==> src/rtl/decryption_pkg.sv <==
// Shared encodings for the decryption datapath: engine select values, dispatcher
// states and the default message terminator.
package decryption_pkg;

    localparam int unsigned D_WIDTH_DEF   = 8;
    localparam logic [7:0]  TERM_CHAR_DEF = 8'hFA;

    localparam logic [1:0] SEL_CAESAR  = 2'd0;
    localparam logic [1:0] SEL_SCYTALE = 2'd1;
    localparam logic [1:0] SEL_ZIGZAG  = 2'd2;
    localparam logic [1:0] SEL_INVALID = 2'd3;

    typedef enum logic [1:0] {
        ST_IDLE   = 2'd0,
        ST_STREAM = 2'd1,
        ST_DRAIN  = 2'd2
    } state_t;

    // Picks one engine's bit out of a per-engine vector; the invalid select reads as 0.
    function automatic logic sel_bit(input logic [2:0] vec, input logic [1:0] sel);
        case (sel)
            SEL_CAESAR:  return vec[0];
            SEL_SCYTALE: return vec[1];
            SEL_ZIGZAG:  return vec[2];
            default:     return 1'b0;
        endcase
    endfunction

    function automatic logic [2:0] sel_onehot(input logic [1:0] sel);
        case (sel)
            SEL_CAESAR:  return 3'b001;
            SEL_SCYTALE: return 3'b010;
            SEL_ZIGZAG:  return 3'b100;
            default:     return 3'b000;
        endcase
    endfunction

endpackage

==> src/rtl/decryption_dispatcher_if.sv <==
// Stream, engine and result signals of the decryption dispatcher. Handshake: the
// source may raise valid_i only while busy_o is low; engine and result valids are single-cycle strobes.
interface decryption_dispatcher_if #(
    parameter int unsigned D_WIDTH = 8
);
    logic [1:0]           select;
    logic [D_WIDTH-1:0]   data_i;
    logic                 valid_i;
    logic                 busy_o;
    logic [D_WIDTH-1:0]   eng_data_o;
    logic [2:0]           eng_valid_o;
    logic [2:0]           eng_busy_i;
    logic [3*D_WIDTH-1:0] eng_res_data_i;
    logic [2:0]           eng_res_valid_i;
    logic [D_WIDTH-1:0]   data_o;
    logic                 valid_o;
    logic                 err_o;

    modport slave (
        input  select, data_i, valid_i, eng_busy_i, eng_res_data_i, eng_res_valid_i,
        output busy_o, eng_data_o, eng_valid_o, data_o, valid_o, err_o
    );

    modport master (
        output select, data_i, valid_i, eng_busy_i, eng_res_data_i, eng_res_valid_i,
        input  busy_o, eng_data_o, eng_valid_o, data_o, valid_o, err_o
    );
endinterface

==> src/rtl/decryption_result_mux.sv <==
// Registered 3:1 merge of engine results; only the engine locked for the current
// message is forwarded, and nothing is forwarded while idle.
module decryption_result_mux
    import decryption_pkg::*;
#(
    parameter int unsigned D_WIDTH = 8
) (
    input  logic                 clk,
    input  logic                 rst_n,
    input  state_t               state_i,
    input  logic [1:0]           active_sel_i,
    input  logic [3*D_WIDTH-1:0] res_data_i,
    input  logic [2:0]           res_valid_i,
    output logic [D_WIDTH-1:0]   data_o,
    output logic                 valid_o
);

    logic [D_WIDTH-1:0] sel_data;
    logic               hit;
    logic [D_WIDTH-1:0] data_q;
    logic               valid_q;

    always_comb begin
        sel_data = '0;
        case (active_sel_i)
            SEL_CAESAR:  sel_data = res_data_i[0*D_WIDTH +: D_WIDTH];
            SEL_SCYTALE: sel_data = res_data_i[1*D_WIDTH +: D_WIDTH];
            SEL_ZIGZAG:  sel_data = res_data_i[2*D_WIDTH +: D_WIDTH];
            default:     sel_data = '0;
        endcase
    end

    assign hit = (state_i != ST_IDLE) && sel_bit(res_valid_i, active_sel_i);

    always_ff @(posedge clk) begin
        if (!rst_n) begin
            valid_q <= 1'b0;
            data_q  <= '0;
        end else begin
            valid_q <= hit;
            if (hit) begin
                data_q <= sel_data;
            end
        end
    end

    assign data_o  = data_q;
    assign valid_o = valid_q;

endmodule

==> src/rtl/decryption_dispatcher.sv <==
// Routes a ciphertext stream to the engine chosen at message start, holds that
// engine until it drains, and merges its results onto one output stream.
module decryption_dispatcher
    import decryption_pkg::*;
#(
    parameter int unsigned        D_WIDTH       = D_WIDTH_DEF,
    parameter logic [D_WIDTH-1:0] TERM_CHAR     = D_WIDTH'(TERM_CHAR_DEF),
    parameter int unsigned        DRAIN_TIMEOUT = 4
) (
    input  logic                    clk,
    input  logic                    rst_n,
    decryption_dispatcher_if.slave  bus,
    output state_t                  state_o
);

    localparam int unsigned     CW        = $clog2(DRAIN_TIMEOUT + 1);
    localparam logic [CW-1:0]   CNT_LAST  = CW'(DRAIN_TIMEOUT - 1);

    state_t             state_q;
    logic [1:0]         active_sel_q;
    logic [CW-1:0]      drain_cnt_q;
    logic               busy_seen_q;
    logic [2:0]         eng_valid_q;
    logic [D_WIDTH-1:0] eng_data_q;
    logic               err_q;

    logic eng_busy_act;
    logic busy;
    logic accept;
    logic is_term;

    assign eng_busy_act = sel_bit(bus.eng_busy_i, active_sel_q);
    assign busy         = (state_q == ST_DRAIN) || ((state_q == ST_STREAM) && eng_busy_act);
    assign accept       = bus.valid_i && !busy;
    assign is_term      = (bus.data_i == TERM_CHAR);

    always_ff @(posedge clk) begin
        if (!rst_n) begin
            state_q      <= ST_IDLE;
            active_sel_q <= SEL_CAESAR;
            drain_cnt_q  <= '0;
            busy_seen_q  <= 1'b0;
            eng_valid_q  <= '0;
            eng_data_q   <= '0;
            err_q        <= 1'b0;
        end else begin
            eng_valid_q <= '0;
            err_q       <= bus.valid_i && busy;
            case (state_q)
                ST_IDLE: begin
                    if (accept) begin
                        if (bus.select == SEL_INVALID) begin
                            err_q <= 1'b1;
                        end else begin
                            eng_valid_q  <= sel_onehot(bus.select);
                            eng_data_q   <= bus.data_i;
                            active_sel_q <= bus.select;
                            if (is_term) begin
                                state_q     <= ST_DRAIN;
                                drain_cnt_q <= '0;
                                busy_seen_q <= 1'b0;
                            end else begin
                                state_q <= ST_STREAM;
                            end
                        end
                    end
                end
                ST_STREAM: begin
                    if (accept) begin
                        eng_valid_q <= sel_onehot(active_sel_q);
                        eng_data_q  <= bus.data_i;
                        if (is_term) begin
                            state_q     <= ST_DRAIN;
                            drain_cnt_q <= '0;
                            busy_seen_q <= 1'b0;
                        end
                    end
                end
                ST_DRAIN: begin
                    // Leave on the falling busy edge, or give up if the engine never started.
                    if (busy_seen_q) begin
                        if (!eng_busy_act) begin
                            state_q <= ST_IDLE;
                        end
                    end else if (eng_busy_act) begin
                        busy_seen_q <= 1'b1;
                    end else begin
                        drain_cnt_q <= drain_cnt_q + CW'(1);
                        if (drain_cnt_q == CNT_LAST) begin
                            state_q <= ST_IDLE;
                        end
                    end
                end
                default: state_q <= ST_IDLE;
            endcase
        end
    end

    decryption_result_mux #(.D_WIDTH(D_WIDTH)) u_result_mux (
        .clk          (clk),
        .rst_n        (rst_n),
        .state_i      (state_q),
        .active_sel_i (active_sel_q),
        .res_data_i   (bus.eng_res_data_i),
        .res_valid_i  (bus.eng_res_valid_i),
        .data_o       (bus.data_o),
        .valid_o      (bus.valid_o)
    );

    assign bus.busy_o      = busy;
    assign bus.eng_valid_o = eng_valid_q;
    assign bus.eng_data_o  = eng_data_q;
    assign bus.err_o       = err_q;
    assign state_o         = state_q;

endmodule

==> src/flat_wrapper.sv <==
// flat-port wrapper written by rule: the top's interface ports become plain ports
module decryption_dispatcher_flat import decryption_pkg::*;
#(
    parameter int unsigned        D_WIDTH       = D_WIDTH_DEF,
    parameter logic [D_WIDTH-1:0] TERM_CHAR     = D_WIDTH'(TERM_CHAR_DEF),
    parameter int unsigned        DRAIN_TIMEOUT = 4
)
  (clk, rst_n, state_o, bus_select, bus_data_i, bus_valid_i, bus_eng_busy_i, bus_eng_res_data_i, bus_eng_res_valid_i, bus_busy_o, bus_eng_data_o, bus_eng_valid_o, bus_data_o, bus_valid_o, bus_err_o);
  decryption_dispatcher_if #(.D_WIDTH(D_WIDTH)) bus_i ();
  input  logic clk;
  input  logic rst_n;
  output state_t state_o;
  input wire logic [$bits(bus_i.select)-1:0] bus_select;
  input wire logic [$bits(bus_i.data_i)-1:0] bus_data_i;
  input wire logic [$bits(bus_i.valid_i)-1:0] bus_valid_i;
  input wire logic [$bits(bus_i.eng_busy_i)-1:0] bus_eng_busy_i;
  input wire logic [$bits(bus_i.eng_res_data_i)-1:0] bus_eng_res_data_i;
  input wire logic [$bits(bus_i.eng_res_valid_i)-1:0] bus_eng_res_valid_i;
  output wire logic [$bits(bus_i.busy_o)-1:0] bus_busy_o;
  output wire logic [$bits(bus_i.eng_data_o)-1:0] bus_eng_data_o;
  output wire logic [$bits(bus_i.eng_valid_o)-1:0] bus_eng_valid_o;
  output wire logic [$bits(bus_i.data_o)-1:0] bus_data_o;
  output wire logic [$bits(bus_i.valid_o)-1:0] bus_valid_o;
  output wire logic [$bits(bus_i.err_o)-1:0] bus_err_o;
  assign bus_i.select = bus_select;
  assign bus_i.data_i = bus_data_i;
  assign bus_i.valid_i = bus_valid_i;
  assign bus_i.eng_busy_i = bus_eng_busy_i;
  assign bus_i.eng_res_data_i = bus_eng_res_data_i;
  assign bus_i.eng_res_valid_i = bus_eng_res_valid_i;
  assign bus_busy_o = bus_i.busy_o;
  assign bus_eng_data_o = bus_i.eng_data_o;
  assign bus_eng_valid_o = bus_i.eng_valid_o;
  assign bus_data_o = bus_i.data_o;
  assign bus_valid_o = bus_i.valid_o;
  assign bus_err_o = bus_i.err_o;
  decryption_dispatcher #(.D_WIDTH(D_WIDTH), .TERM_CHAR(TERM_CHAR), .DRAIN_TIMEOUT(DRAIN_TIMEOUT)) u_core (.clk(clk), .rst_n(rst_n), .bus(bus_i), .state_o(state_o));
endmodule
==> config.mk <==
export PLATFORM = sky130hd
export DESIGN_NAME = decryption_dispatcher_flat
export DESIGN_NICKNAME = d
export VERILOG_FILES = /design/src/rtl/decryption_pkg.sv /design/src/rtl/decryption_dispatcher_if.sv /design/src/rtl/decryption_result_mux.sv /design/src/rtl/decryption_dispatcher.sv /design/src/flat_wrapper.sv
export SDC_FILE = /design/constraint.sdc
export NUM_CORES = 1
export LEC_CHECK = 0
export ABC_AREA = 1
export BUFFER_PORTS_ARGS = -buffer_cell sky130_fd_sc_hd__buf_4
export CAP_MARGIN = 20
export CELL_PAD_IN_SITES_DETAIL_PLACEMENT = 0
export CELL_PAD_IN_SITES_GLOBAL_PLACEMENT = 1
export CORE_ASPECT_RATIO = 1.75
export CORE_MARGIN = 3
export CORE_UTILIZATION = 33
export CTS_BUF_LIST = sky130_fd_sc_hd__clkbuf_4
export DETAILED_ROUTE_END_ITERATION = 16
export PLACE_DENSITY_LB_ADDON = 0.1
export SYNTH_ARGS = -nofsm -noshare
export SYNTH_HDL_FRONTEND = slang
export SYNTH_HIERARCHICAL = 1
export SYNTH_SLANG_ARGS = --single-unit
==> constraint.sdc <==
create_clock -name clk -period 2 [get_ports clk]
set_input_delay 0.2 -clock clk [delete_from_list [all_inputs] [get_ports clk]]
set_output_delay 0.2 -clock clk [all_outputs]
set_load 0.1 [all_outputs]
==> impl_metrics.json, run 1 <==
{
  "crit_buf_inv": 3,
  "cts.path.max_buffers": 2,
  "crit_path_top_delay_cell": "nor2_1",
  "ir_worst_vdd_mv": 0.660,
  "required_ns": 1.80,
  "initial_core_util_pct": 34.3,
  "power_density_mw_per_mm2": 1250,
  "cts_hold_buf": 0,
  "io_pins": 67,
  "fillers": 513,
  "cts_tree": "done",
  "synthToLayoutAreaGrowth_pct": 37.1,
  "root_buffer": "clkbuf_4",
  "fmax_mhz": 530,
  "track_usage_pct": 15.6,
  "placement.io_buffers": 66,
  "grt_overflow": 0,
  "power.leakage_uw": 0.00114,
  "drtIter0Drc": 85,
  "antenna_found_initial": 0,
  "synthesis.nets": 289,
  "wirelength_um": 4360,
  "ant_nets": 0,
  "die_w_um": 58.9,
  "path_max_fanout": 5,
  "tns_ns": 0,
  "crit_chain": "inv_1, nor2_1, a21oi_4, clkinvlp_4, buf_4",
  "finalCriticalPeriod_ns": 1.89,
  "cap_violations": 0,
  "worstSetupPathType": "flip-flop to primary output",
  "fp.dieH_um": 98.5,
  "crit_family": "buffers and inverters",
  "htreeDepth": 2,
  "clk_latency_ns": 0.33,
  "maxSlewHeadroom_pct": 64.8,
  "hpwlAfterDp_um": 3500,
  "outcome": "finished, final reports clean",
  "syn_avg_cell_area_um2": 6.61,
  "grt_max_degree": 19,
  "die-area_mm2": 0.00580,
  "start_kind": "flip-flop",
  "dr_total_vias": 1687,
  "synth_top_area_share_pct": 36.0,
  "drive_above_1_share_pct": 33.2,
  "yosys_warnings": 6,
  "wire_per_inst_um": 11.9,
  "max_stage_delay_ns": 0.41,
  "yosys-top-cells-area": "dfxtp_1 36%, nand2_1 17%, nand3_1 9.0%",
  "post_cts_buffers": 0,
  "final_cell_mix": "74 x nand2_1, 70 x buf_4, 30 x nor2_1, 29 x nand3_1, 28 x inv_1",
  "power.total_uw": 2770,
  "synth.ff_latch_count": 29,
  "worst_pin_slew_ns": 0.526,
  "route.detailed.drc": 0,
  "cp_data_arrival_time_ns": 1.69,
  "via_per_inst": 4.58,
  "end_kind": "primary output",
  "hold_violations": 0,
  "numCtsBuffers": 5,
  "core_area_mm2": 0.00471,
  "routabilityCongestion": 0.784,
  "first_global_vias": 1613,
  "cts_resized": 1,
  "synthCells": 244,
  "row_count": 33,
  "synth.largest_area_cell": "dfxtp_1",
  "nets": 360,
  "ys_types": 24,
  "skew_ns": 0.00793,
  "clk_pin_slew_ns": 0.10,
  "yosysSeqAreaShare_pct": 36.0,
  "drt_pass1_iterations": 4,
  "grt_pass1_wl_um": 7030,
  "layout_commonest_cell": "nand2_1",
  "rsz0062_at_grt": "no",
  "clock-sinks": 29,
  "syn_area_mm2": 0.00161,
  "fin_crit_sh_pct": 94.3,
  "finalMaxSlewViolations": 0,
  "diodes": 0,
  "finalSetupViolCount": 0,
  "hold_path_class": "input pin to flip-flop"
}
## final timing paths
check | from | cells after the start | slack, ns | to
worst max register to register | u_core/active_sel_q[1]$_SDFFE_PN0P_ | 7 | 0.32 | u_core/bus.eng_data_o[2]$_SDFFE_PN0P_
worst min register to register | u_core/bus.eng_data_o[5]$_SDFFE_PN0P_ | 2 | 0.47 | u_core/bus.eng_data_o[5]$_SDFFE_PN0P_
worst min-delay path | bus_valid_i | 3 | 0.12 | u_core/bus.err_o$_SDFF_PN0_
worst max-delay path | u_core/state_o[0]$_SDFFE_PN0P_ | 5 | 0.11 | bus_busy_o
## synth_stat cells
cell type and count:
ha_1 2, nor2_4 1, a21oi_2 1, buf_12 1, a21oi_1 16, or2_2 1, nor2_1 30, nand2_2 2
inv_2 2, nand2_4 2, clkbuf_8 1, o31ai_1 1, buf_2 1, nand3_4 1, buf_6 2, clkbuf_1 1
nor2_2 9, nand3_1 29, nand3_2 4, inv_1 29, nand2_1 74, o21ai_0 2, dfxtp_1 29, nand4_1 3
## layer usage
layer	vias to the layer above	part of all wire (%)	GRT usage (%)
li1	905	-	-
met1	728	38	16.4
met2	47	53	27.9
met3	7	5.9	3.28
met4	0	2.8	7.85
met5	-	0	0
## layout make-up
cell class	count	area (um2)	area share (%)
multi-input combinational	178	863	39.0
sequential	29	583	26.4
timing repair buffer	70	526	23.8
inverter	31	120	5.43
tap	52	65.1	2.94
clock buffer	5	37.5	1.70
clock inverter	3	17.5	0.792
## power breakdown
| group | total, uW | switching [uW] | internal, uW | leakage [uW] |
|---|---|---|---|---|
| Sequential | 761 | 67.8 | 693 | 0.000238 |
| Clock | 355 | 222 | 132 | 0.0000310 |
| Combinational | 1660 | 1250 | 407 | 0.000868 |
## tightest hold or removal path: stages
cell and delay, ns:
buf_4 0.11, nand3_1 0.07, inv_1 0.05
## state kept, by name, indices dropped and copies added (netlist names)
name / count
u_core/u_result_mux/valid_o: 1
u_core/state_o: 2
u_core/bus.eng_valid_o: 3
u_core/bus.err_o: 1
u_core/drain_cnt_q: 3
u_core/bus.eng_data_o: 8
u_core/u_result_mux/data_o: 8
u_core/busy_seen_q: 1
u_core/active_sel_q: 2
## kinds of logic after synthesis
kind of cell | after synthesis | synth area share (%)
and+or+nand+nor | 156 | 44.7
buffers and inverters | 37 | 11.2
DFF | 29 | 36.0
AOI/OAI and AO/OA | 20 | 6.59
adders and majority gates | 2 | 1.55
## metrics by stage
stage	hold slack, ns	setup WS (ns)	instances	cell area, um2	util (%)
after floorplan	0.326	0.0569	244	1620	-
after global placement	0.451	0.398	360	2150	45.6
after detailed placement	0.460	0.371	360	2150	45.6
after CTS	0.103	0.0873	368	2200	46.8
after global routing	0.117	0.0109	368	2210	47.0
final	0.115	0.113	368	2210	47.0
No activity file was read; power rests on OpenSTA's default activity.
==> run 2, diff against run 1 <==
--- a/config.mk
+++ b/config.mk
@@ -12,7 +12,7 @@
 export CELL_PAD_IN_SITES_GLOBAL_PLACEMENT = 1
 export CORE_ASPECT_RATIO = 1.75
 export CORE_MARGIN = 3
-export CORE_UTILIZATION = 33
+export CORE_UTILIZATION = 30
 export CTS_BUF_LIST = sky130_fd_sc_hd__clkbuf_4
 export DETAILED_ROUTE_END_ITERATION = 16
 export PLACE_DENSITY_LB_ADDON = 0.1
==> constraint.sdc (replaced) <==
create_clock -name clk -period 1.63 [get_ports clk]
set_input_delay 0.163 -clock clk [delete_from_list [all_inputs] [get_ports clk]]
set_output_delay 0.163 -clock clk [all_outputs]
set_load 0.1 [all_outputs]
==> run 2 against run 1 <==
Against the previous run: flip-flop and latch count did not move; clock skew is 0.0049 ns lower; register-to-register slack got worse by 0.18 ns; global-route usage down 0.79 points; routed wire length grew 5.0%; sequential share of layout area decreased by 1.2 points.
==> impl_metrics.json, run 2 (same netlist as run 1, synthesis figures left out) <==
{
  "fin_crit_sh_pct": 98.1,
  "cap_violations": 0,
  "hpwlAfterDp_um": 3620,
  "ir_worst_vdd_mv": 0.626,
  "row_count": 34,
  "outcome": "finished, final reports clean",
  "diodes": 0,
  "grt_max_degree": 19,
  "rsz0062_at_grt": "yes",
  "drive_above_1_share_pct": 37.7,
  "die_w_um": 61.4,
  "dr_total_vias": 1761,
  "wire_per_inst_um": 12.1,
  "power.total_uw": 3540,
  "finalMaxSlewViolations": 0,
  "fillers": 562,
  "required_ns": 1.47,
  "clk_pin_slew_ns": 0.09,
  "clk_latency_ns": 0.32,
  "power_density_mw_per_mm2": 1500,
  "whs_ns": 0.0883,
  "htreeDepth": 2,
  "via_per_inst": 4.66,
  "hold_path_class": "input pin to flip-flop",
  "die-area_mm2": 0.00633,
  "track_usage_pct": 14.8,
  "wirelength_um": 4580,
  "route.detailed.drc": 0,
  "routabilityCongestion": 0.802,
  "root_buffer": "clkbuf_4",
  "worst_pin_slew_ns": 0.406,
  "end_kind": "primary output",
  "finalSetupViolCount": 0,
  "placement.io_buffers": 66,
  "initial_core_util_pct": 31.6,
  "ant_nets": 0,
  "worstSetupPathType": "flip-flop to primary output",
  "fp.dieH_um": 103,
  "start_kind": "flip-flop",
  "r2r_slack_ns": 0.14,
  "path_max_fanout": 4,
  "maxSlewHeadroom_pct": 72.9,
  "grt_overflow": 0,
  "first_global_vias": 1616,
  "numCtsBuffers": 5,
  "antenna_found_initial": 0,
  "cts.path.max_buffers": 2,
  "fmax_mhz": 625,
  "skew_ns": 0.00306,
  "cts_tree": "done",
  "hold_violations": 0,
  "seq_area_um2": 596,
  "finalCriticalPeriod_ns": 1.60,
  "grt_pass1_wl_um": 6970,
  "synthToLayoutAreaGrowth_pct": 46.6,
  "io_pins": 67,
  "drt_pass1_iterations": 4,
  "finish.instance_area_mm2": 0.00237,
  "final_cell_mix": "76 x buf_4, 74 x nand2_1, 29 x nor2_1, 26 x nand3_1",
  "layout_commonest_cell": "buf_4",
  "core_area_mm2": 0.00510,
  "multi_input_area_um2": 918,
  "dpl_cell_area_mm2": 0.00218,
  "cp_data_arrival_time_ns": 1.44,
  "drtIter0Drc": 37,
  "power.leakage_uw": 0.00119,
  "clock-sinks": 29,
  "nets": 368
}
## run 2: changes by cell type in the layout (fill, tap and decap cells not counted), moves of 3 or more
| cell | change |
|---|---|
| nand3_4 | +5 |
| inv_1 | -3 |
| buf_4 | +6 |
| dfxtp_4 | +4 |
| nand3_1 | -3 |
## run 2: final timing paths
kind,start,to,cells past startpoint
setup reg to reg,u_core/active_sel_q[0]$_SDFFE_PN0P_,u_core/state_o[0]$_SDFFE_PN0P_,10
hold reg to reg,u_core/bus.eng_data_o[0]$_SDFFE_PN0P_,u_core/bus.eng_data_o[0]$_SDFFE_PN0P_,2
setup / recovery,u_core/active_sel_q[0]$_SDFFE_PN0P_,bus_busy_o,6
hold / removal,bus_valid_i,u_core/bus.err_o$_SDFF_PN0_,3
## run 2: report_power, final
group	leakage, uW	switching (uW)	total (uW)	internal, uW
combinational	0.000919	1580	2170	590
clock	0.0000354	252	433	181
sequential	0.000240	87.0	943	856
## run 2: routing by layer
metal | GRT usage (%) | vias up | wire length (um)
met4 | 6.70 | 0 | 100
met5 | 0 | - | 0
met2 | 28.9 | 51 | 2610
met1 | 14.0 | 775 | 1600
li1 | - | 927 | -
met3 | 2.76 | 8 | 265
## run 2: repair_timing
item | CTS | global route
endpoints found under the setup margin | 1 | 7
pin swaps | 4 | 3
gates cloned | 0 | 0
hold buffers | 0 | 0
setup buffers | 3 | 3
resized for setup | 10 | 10
## run 2: area by class of cell
type / instances / share of cell area (%)
tap: 54 / 2.86
clock buffer: 6 / 1.90
clock inverter: 2 / 0.423
inverter: 31 / 5.39
multi-input combinational: 178 / 38.8
sequential: 29 / 25.2
timing repair buffer: 78 / 25.4
## run 2: per-stage QoR
stage	util [%]	instances	setup TNS (ns)	setup WS (ns)
after floorplan	-	244	0	0.00110
after global placement	42.7	364	0	0.144
after detailed placement	42.7	364	0	0.0897
after CTS	44.9	375	0	0.00504
after global routing	46.3	378	-0.0381	-0.0381
final	46.3	378	0	0.0306
## run 2: critical path, stage by stage, from the launching register on
cell        delay, ns
dfxtp_4          0.39
inv_4            0.06
nand3_4          0.10
nand3_4          0.09
a21oi_4          0.19
clkinvlp_4       0.13
buf_12           0.17
==> run 3, diff against run 2 <==
--- a/config.mk
+++ b/config.mk
@@ -13,7 +13,7 @@
 export CORE_ASPECT_RATIO = 1.75
 export CORE_MARGIN = 3
 export CORE_UTILIZATION = 30
-export CTS_BUF_LIST = sky130_fd_sc_hd__clkbuf_4
+export CTS_BUF_LIST = sky130_fd_sc_hd__clkbuf_4 sky130_fd_sc_hd__clkbuf_8
 export DETAILED_ROUTE_END_ITERATION = 16
 export PLACE_DENSITY_LB_ADDON = 0.1
 export SYNTH_ARGS = -nofsm -noshare
==> run 3 against run 2 <==
Against the previous run: clock power is 34% higher; flip-flop and latch count stayed put; sequential share of layout area is 0.35 points higher; sequential power is 0.5% lower; routed wire length is 2.6% lower; maximum frequency is 2.6% higher; critical path depth stayed put; worst hold slack better by 0.048 ns.
==> impl_metrics.json, run 3 (same netlist as run 1, synthesis figures left out) <==
{
  "fillers": 563,
  "io_pins": 67,
  "hpwlAfterDp_um": 3620,
  "clock-sinks": 29,
  "dr_total_vias": 1738,
  "finalCriticalPeriod_ns": 1.56,
  "grt_overflow": 0,
  "cp_data_arrival_time_ns": 1.40,
  "p_sw_share_pct": 52.4,
  "final_cell_mix": "74 x buf_4, 74 x nand2_1, 29 x nor2_1, 26 x inv_1, 26 x nand3_1",
  "worstSetupPathType": "flip-flop to primary output",
  "route.detailed.drc": 0,
  "fin_cells": 375,
  "p_clk_share_pct": 15.9,
  "die_w_um": 61.4,
  "ant_nets": 0,
  "fmax_mhz": 641,
  "required_ns": 1.47,
  "drtIter0Drc": 42,
  "end_kind": "primary output",
  "grt_max_degree": 19,
  "placement.io_buffers": 66,
  "htreeDepth": 2,
  "antenna_found_initial": 0,
  "track_usage_pct": 14.8,
  "clk_pin_slew_ns": 0.06,
  "path_max_fanout": 4,
  "outcome": "finished, final reports clean",
  "nets": 365,
  "ir_worst_vdd_mv": 0.705,
  "fin_crit_sh_pct": 95.6,
  "power_frac_comb_pct": 58.3,
  "cts.path.max_buffers": 2,
  "fp.dieH_um": 103,
  "finalMaxSlewViolations": 0,
  "tns_ns": 0,
  "seqPwrFrac_pct": 25.8,
  "min_from": "bus_valid_i",
  "via_per_inst": 4.63,
  "diodes": 0,
  "placedCellCount": 364,
  "hold_path_class": "input pin to flip-flop",
  "p_switching_uw": 1900,
  "skew_ns": 0.00319,
  "p_int_uw": 1730,
  "wirelength_um": 4460,
  "row_count": 34,
  "grt_pass1_wl_um": 6890,
  "hold_violations": 0,
  "cts_tree": "done",
  "r2r-start": "u_core/state_o[0]$_SDFFE_PN0P_",
  "drt_pass1_iterations": 4,
  "root_buffer": "clkbuf_8",
  "wire_per_inst_um": 11.9,
  "numCtsBuffers": 5,
  "whs_ns": 0.137,
  "worstSetupStartpoint": "u_core/active_sel_q[1]$_SDFFE_PN0P_",
  "finalSetupViolCount": 0,
  "drive_above_1_share_pct": 36.8,
  "worst_pin_slew_ns": 0.397,
  "fin_util_pct": 45.7,
  "first_global_vias": 1591,
  "routabilityCongestion": 0.802,
  "start_kind": "flip-flop",
  "power_density_mw_per_mm2": 1560,
  "maxSlewHeadroom_pct": 73.5,
  "initial_core_util_pct": 31.6,
  "core_area_mm2": 0.00510,
  "cap_violations": 0,
  "power.leakage_uw": 0.00119,
  "clk_latency_ns": 0.28,
  "synthToLayoutAreaGrowth_pct": 44.6,
  "die-area_mm2": 0.00633
}
run 3: layout make-up:
type	count	area [um2]	share of cell area, %
flip-flops and latches	29	596	25.5
clock buffers	6	76.3	3.27
inverters	31	120	5.15
multi-input cells	178	888	38.1
repair buffers	75	576	24.7
clock inverters	2	10.0	0.429
well taps	54	67.6	2.90
run 3: final timing paths:
check                                               end  slack [ns]  cells past startpoint
setup / recovery                             bus_busy_o        0.07                      6
hold / removal              u_core/bus.err_o$_SDFF_PN0_        0.14                      3
setup reg to reg     u_core/drain_cnt_q[2]$_SDFFE_PN0P_        0.22                      9
hold reg to reg   u_core/bus.eng_data_o[0]$_SDFFE_PN0P_        0.46                      2
run 3: critical path: stages, from the launching register on:
cell and delay [ns]:
dfxtp_4 0.36, inv_2 0.06, nand3_2 0.11, nand3_4 0.10, a21oi_4 0.19, clkinvlp_4 0.13, buf_12 0.17
run 3: power groups by stage:
stage | combinational [uW] | clock [uW] | sequential (uW)
2_1_floorplan | 782 | 0 | 1800
3_3_place_gp | 2060 | 0 | 960
3_5_place_dp | 2060 | 0 | 962
4_1_cts | 2100 | 613 | 939
5_1_grt | 2280 | 632 | 959
6_report | 2120 | 579 | 938
run 3: what timing repair did:
action	4_1_cts	5_1_grt
hold buffers	0	0
gates resized for setup	2	9
pin swaps	1	5
cloned	0	0
buffers inserted	1	2
setup endpoints to repair	1	4
run 3: through the flow:
stage / total power [uW] / setup slack, ns / cell area, um2
CTS: 3650 / 0.000251 / 2280
global placement: 3020 / 0.144 / 2180
floorplan: 2580 / 0.00110 / 1640
detailed placement: 3020 / 0.0897 / 2180
global route: 3870 / -0.0112 / 2330
finish: 3640 / 0.0710 / 2330
run 3: per-layer routing:
| layer | track usage [%] | vias to the layer above | routed length (um) |
|---|---|---|---|
| met3 | 3.13 | 9 | 287 |
| met4 | 7.19 | 0 | 103 |
| met5 | 0 | - | 0 |
| met1 | 13.9 | 756 | 1560 |
| li1 | - | 915 | - |
| met2 | 28.5 | 58 | 2510 |
